[config.mk]
export PLATFORM = sky130hd
export DESIGN_NAME = field_entry_ctrl
export DESIGN_NICKNAME = d
export VERILOG_FILES = /design/src/rtl/field_entry_ctrl.sv
export SDC_FILE = /design/constraint.sdc
export NUM_CORES = 1
export LEC_CHECK = 0
export ABC_AREA = 1
export ABC_CLOCK_PERIOD_IN_PS = 1950
export BUFFER_PORTS_ARGS = -buffer_cell sky130_fd_sc_hd__buf_4
export CAP_MARGIN = 20
export CORE_MARGIN = 2
export CORE_UTILIZATION = 54
export CTS_BUF_LIST = sky130_fd_sc_hd__clkbuf_8 sky130_fd_sc_hd__clkbuf_16
export DETAILED_ROUTE_END_ITERATION = 10
export GPL_TIMING_DRIVEN = 0
export PLACE_DENSITY = 0.77
export SLEW_MARGIN = 30
export SYNTH_ARGS = -nofsm -noshare
export SYNTH_HDL_FRONTEND = slang
export SYNTH_SLANG_ARGS = --single-unit
[constraint.sdc]
create_clock -name clk -period 1.95 [get_ports clk]
set_clock_uncertainty 0.15 [all_clocks]
set_input_delay 0.0975 -clock clk [delete_from_list [all_inputs] [get_ports clk]]
set_output_delay 0.0975 -clock clk [all_outputs]
set_load 0.02 [all_outputs]
[src/rtl/field_entry_ctrl.sv]
// Multi-field value entry controller: selects a channel, collects range-checked
// fields one press at a time, and commits the record with a per-channel strobe.
module field_entry_ctrl #(
  parameter int unsigned     CH      = 3,
  parameter int unsigned     FIELDS  = 3,
  parameter int unsigned     FW      = 7,
  parameter logic [3*CH-1:0] NFIELDS = {3'd2, 3'd3, 3'd2},
  parameter logic [31:0]     TIMEOUT = 32'd500_000_000
) (
  input  logic                 clk,
  input  logic                 rst,
  input  logic [CH-1:0]        btn_sel,
  input  logic                 btn_next,
  input  logic                 btn_back,
  input  logic                 btn_cancel,
  input  logic [FW-1:0]        sw,
  input  logic [FW-1:0]        field_max,
  output logic                 busy,
  output logic [2:0]           cur_ch,
  output logic [1:0]           step,
  output logic [FIELDS*FW-1:0] data_out,
  output logic [CH-1:0]        ow,
  output logic                 err,
  output logic                 tout
);

  localparam int unsigned DW = FIELDS * FW;

  typedef enum logic {IDLE, COLLECT} state_t;

  state_t         state, state_n;
  logic           busy_n, err_n, tout_n;
  logic [2:0]     cur_ch_n, sel_idx, nf;
  logic [1:0]     step_n;
  logic [DW-1:0]  data_n, work, work_n;
  logic [CH-1:0]  ow_n;
  logic [31:0]    tcnt, tcnt_n;
  logic           press, last_field, expire;

  // Lowest requested channel, field count of the active channel, timer expiry
  always_comb begin
    sel_idx = '0;
    for (int i = int'(CH) - 1; i >= 0; i--) begin
      if (btn_sel[i]) sel_idx = 3'(i);
    end
    nf = 3'd1;
    for (int i = 0; i < int'(CH); i++) begin
      if (cur_ch == 3'(i)) nf = NFIELDS[i*3 +: 3];
    end
    press      = btn_next | btn_back | btn_cancel;
    last_field = ({1'b0, step} == (nf - 3'd1));
    expire     = (TIMEOUT != 32'd0) && (tcnt == (TIMEOUT - 32'd1));
  end

  always_comb begin
    state_n  = state;
    busy_n   = busy;
    cur_ch_n = cur_ch;
    step_n   = step;
    data_n   = data_out;
    work_n   = work;
    ow_n     = '0;
    err_n    = 1'b0;
    tout_n   = 1'b0;
    tcnt_n   = tcnt;
    case (state)
      IDLE: begin
        if (|btn_sel) begin
          state_n  = COLLECT;
          busy_n   = 1'b1;
          cur_ch_n = sel_idx;
          step_n   = '0;
          work_n   = '0;
          tcnt_n   = '0;
        end
      end
      COLLECT: begin
        // Any press counts as activity, even a rejected value
        if (press) tcnt_n = '0;
        else if (tcnt != '1) tcnt_n = tcnt + 32'd1;
        if (btn_cancel || (btn_back && step == 2'd0)) begin
          state_n = IDLE;
          busy_n  = 1'b0;
          step_n  = '0;
          tcnt_n  = '0;
        end else if (btn_back) begin
          step_n = step - 2'd1;
        end else if (btn_next) begin
          if (sw > field_max) begin
            err_n = 1'b1;
          end else begin
            work_n[int'(step)*FW +: FW] = sw;
            if (last_field) begin
              for (int k = 0; k < int'(FIELDS); k++) begin
                data_n[k*FW +: FW] = (3'(k) < nf) ? work_n[k*FW +: FW] : '0;
              end
              for (int i = 0; i < int'(CH); i++) begin
                if (cur_ch == 3'(i)) ow_n[i] = 1'b1;
              end
              state_n = IDLE;
              busy_n  = 1'b0;
              step_n  = '0;
              tcnt_n  = '0;
            end else begin
              step_n = step + 2'd1;
            end
          end
        end else if (expire) begin
          tout_n  = 1'b1;
          state_n = IDLE;
          busy_n  = 1'b0;
          step_n  = '0;
          tcnt_n  = '0;
        end
      end
    endcase
  end

  always_ff @(posedge clk or negedge rst) begin
    if (!rst) begin
      state    <= IDLE;
      busy     <= 1'b0;
      cur_ch   <= '0;
      step     <= '0;
      data_out <= '0;
      work     <= '0;
      ow       <= '0;
      err      <= 1'b0;
      tout     <= 1'b0;
      tcnt     <= '0;
    end else begin
      state    <= state_n;
      busy     <= busy_n;
      cur_ch   <= cur_ch_n;
      step     <= step_n;
      data_out <= data_n;
      work     <= work_n;
      ow       <= ow_n;
      err      <= err_n;
      tout     <= tout_n;
      tcnt     <= tcnt_n;
    end
  end

endmodule

==> impl_metrics.env <==
export IMPL_numCtsBuffers=9
export IMPL_pre_cts_ws_ps=-273
export IMPL_finalWirelength_um=15900
export IMPL_peakVddDrop_mv=0.666
export IMPL_yosysUniqueCellTypes=39
export IMPL_layout_drive_gt1_share_pct=18.4
export IMPL_track_usage_pct=30.7
export IMPL_synthTopCellsByArea="dfrtp_1, nand2_1, nand3_1"
export IMPL_wl_per_cell_um=16.1
export IMPL_fin_ws_ps=62.0
export IMPL_avgSynthCellArea_um2=6.91
export IMPL_io_pins=54
export IMPL_synth_top_cell_area_share_pct=40.2
export IMPL_area_growth_syn_to_layout_pct=22.3
export IMPL_grt_use_met1_pct=37.8
export IMPL_worstPathCellList="clkinv_4 > ha_4 > a21oi_2 > nand2_1 > nor2_1 > o21ai_0 > nor2_1 > nand3_1 > nand2_1"
export IMPL_synth_adder_area_share_pct=2.84
export IMPL_die_y_um=103
export IMPL_hold_viol_final=0
export IMPL_crit_arrival_ps=2040
export IMPL_worstHoldPathType="in2reg"
export IMPL_dp_hpwl_um=11300
export IMPL_place_congestion=0.918
export IMPL_synth_edf_count=0
export IMPL_swShare_pct=38.6
export IMPL_antenna_left=0
export IMPL_grt_pass1_wl_um=25100
export IMPL_clk_path_buf_depth=2
export IMPL_cts_tree="built"
export IMPL_start_util_pct=54.9
export IMPL_cap_violations=0
export IMPL_path_class="reg2reg"
export IMPL_synthesis_nets=800
export IMPL_finalMaxSlewViolations=0
export IMPL_yosys_area_share_simple_pct=36.2
export IMPL_dominantRegCellSynth="dfrtp_1"
export IMPL_path_buf_inv=1
export IMPL_drtPass1Iterations=8
export IMPL_nFillCells=839
export IMPL_portBuffers=52
export IMPL_status="finished, final reports clean"
export IMPL_synthMostInstantiatedCell="nand2_1"
export IMPL_critPathSlowestCell="dfrtp_2"
export IMPL_finalPower_mw=5.79
export IMPL_coreArea_mm2=0.00964
export IMPL_cts_max_level=3
export IMPL_synth_seq_cells=85
export IMPL_die_w_um=103
export IMPL_cp_max_fo=6
export IMPL_multiInputGateArea_mm2=0.00277
export IMPL_final_core_util_pct=67.2
export IMPL_synth_top_cell_by_area="dfrtp_1"
export IMPL_endpoint_kind="flip-flop"
export IMPL_slew_headroom_pct=45.9
export IMPL_vias_per_cell=5.60
export IMPL_syn_area_mm2=0.00529
export IMPL_slowest_delay_ps=400
export IMPL_critPathRequiredTime_ps=2100
export IMPL_fmax_ghz=0.530
export IMPL_period_share_pct=96.8
export IMPL_fin_nets=886
export IMPL_drc_errors=0
export IMPL_cts_root_buf="clkbuf_8"
export IMPL_comb_power_share_pct=35.6
export IMPL_leakage_nw=3.07
export IMPL_clk_pin_slew_ps=100
export IMPL_power_internal_mw=3.55
export IMPL_diodes=0
export IMPL_clock_latency_ps=370
export IMPL_reg2reg_slack_ps=60
export IMPL_p_seq_share_pct=36.7
export IMPL_synthArstFlopShare_pct=100
export IMPL_clkPwrFrac_pct=27.7
export IMPL_cts_sinks=85
export IMPL_cp_top_family="simple AND/OR/NAND/NOR gates"
export IMPL_synth_top_family_by_area="simple AND/OR/NAND/NOR gates"
export IMPL_antenna_found_initial=0
export IMPL_rows=36
export IMPL_grt_max_degree=86
export IMPL_gr_total_overflow=0
export IMPL_crit_path_start_kind="flip-flop"
export IMPL_synth_xor_area_share_pct=0.331
export IMPL_grt_use_met2_pct=53.7
export IMPL_grt_pass1_vias=5139
export IMPL_setup_violations=0
export IMPL_p_sw_mw=2.24
export IMPL_die_area_mm2=0.0106
export IMPL_busiest_layer="met2"
export IMPL_vias=5543
export IMPL_synth_yosys_seq_area_share_pct=40.2
export IMPL_syn_instance_count=766
export IMPL_yosysWarningCount=0
export IMPL_synth_area_mux_share_pct=0
export IMPL_power_per_cell_area_mw_per_mm2=894
export IMPL_drt_initial_drc_count=313
export IMPL_synth_commonest_cells="nand2_1, inv_1, nor2_1"
export IMPL_synth_compound_area_share_pct=10.3
export IMPL_worst_pin_slew_ps=812
export IMPL_grt_met3_usage_pct=4.54
export IMPL_min_period_ps=1890
export IMPL_regArea_mm2=0.00213
[stage by stage]
stage	hold slack [ps]	cell area [um2]	setup TNS, ps	instances
2_1_floorplan	-348	5300	0	766
3_3_place_gp	151	5850	-8580	951
3_5_place_dp	65.7	5860	-11160	951
4_1_cts	9.63	6270	0	977
5_1_grt	41.9	6470	-87.0	990
6_report	14.1	6470	0	990
[tightest hold or removal path, cell delays in order]
cell and delay [ps]:
buf_4 140, inv_1 50, o22ai_1 80, nand3_1 90, nand2_1 40
[layout make-up]
class | instances | area share, %
Sequential cell | 85 | 33.0
Buffer | 26 | 2.45
Multi-Input combinational cell | 553 | 42.7
Clock inverter | 7 | 1.97
Timing Repair Buffer | 78 | 9.49
Tap cell | 133 | 2.57
Clock buffer | 9 | 1.91
Inverter | 99 | 5.89
[routing by layer]
metal  up-vias  routed length, um
met3        56               1070
li1       2633                  -
met1      2586               6270
met5         -                  0
met2       268               7990
met4         0                580
[power by group through the flow]
stage	sequential, mW	combinational [mW]	clock [mW]
floorplan	2.31	0.939	0
global placement	2.15	1.74	0
detailed placement	2.15	1.78	0
CTS	2.12	1.87	1.61
global route	2.15	2.24	1.68
finish	2.13	2.06	1.60
[repair_timing]
action,in CTS,in global routing
buffers inserted,2,14
hold buffers,10,0
setup endpoints to repair,75,76
hold endpoints to repair,97,0
resized for setup,14,31
pin swaps,0,4
[worst paths after layout]
kind,from,end,cells after the start
max in group asynchronous,rst,step[0],2
worst min-delay path,sw[6],data_out[13],5
worst max-delay path,step[0],step[1],9
worst min register to register,data_out[8],data_out[8],2
worst max register to register,step[0],step[1],9
min in group asynchronous,rst,tcnt[3],2
[cell usage in the layout (no fill, tap or decap), types with 3 or more instances in the layout]
cell             n
o21ai_1          8
ha_4             4
nand2_2          6
dfrtp_1         79
nand3_1         73
nor2_4           5
buf_4           69
o21ai_0         57
nand2_1        226
buf_6            5
nand4_1         19
nand3_2          7
inv_1           94
clkbuf_4         3
o21ai_2          3
buf_2            8
nor2_1          86
a21oi_1          4
bufinv_16        3
clkbuf_1         6
ha_1             8
clkbuf_8         9
a41oi_1          7
dfrtp_2          6
nor2_2           8
o22ai_1         11
dlygate4sd3_1   10
[kinds of logic (layout without fill, tap and decap cells)]
logic type,count (synthesis),in the layout
fa+ha+maj,12,12
other cells,1,1
simple gates,441,441
buf+inv,128,219
flops,85,85
xor+xnor,2,2
compound gates,97,97
[state kept, by name, summed over array words and instances, names as in the netlist]
name / flops
busy: 1
cur_ch: 2
data_out: 21
err: 1
ow: 3
state: 1
step: 2
tcnt: 32
tout: 1
work: 21
(Power assumes the default switching activity.)
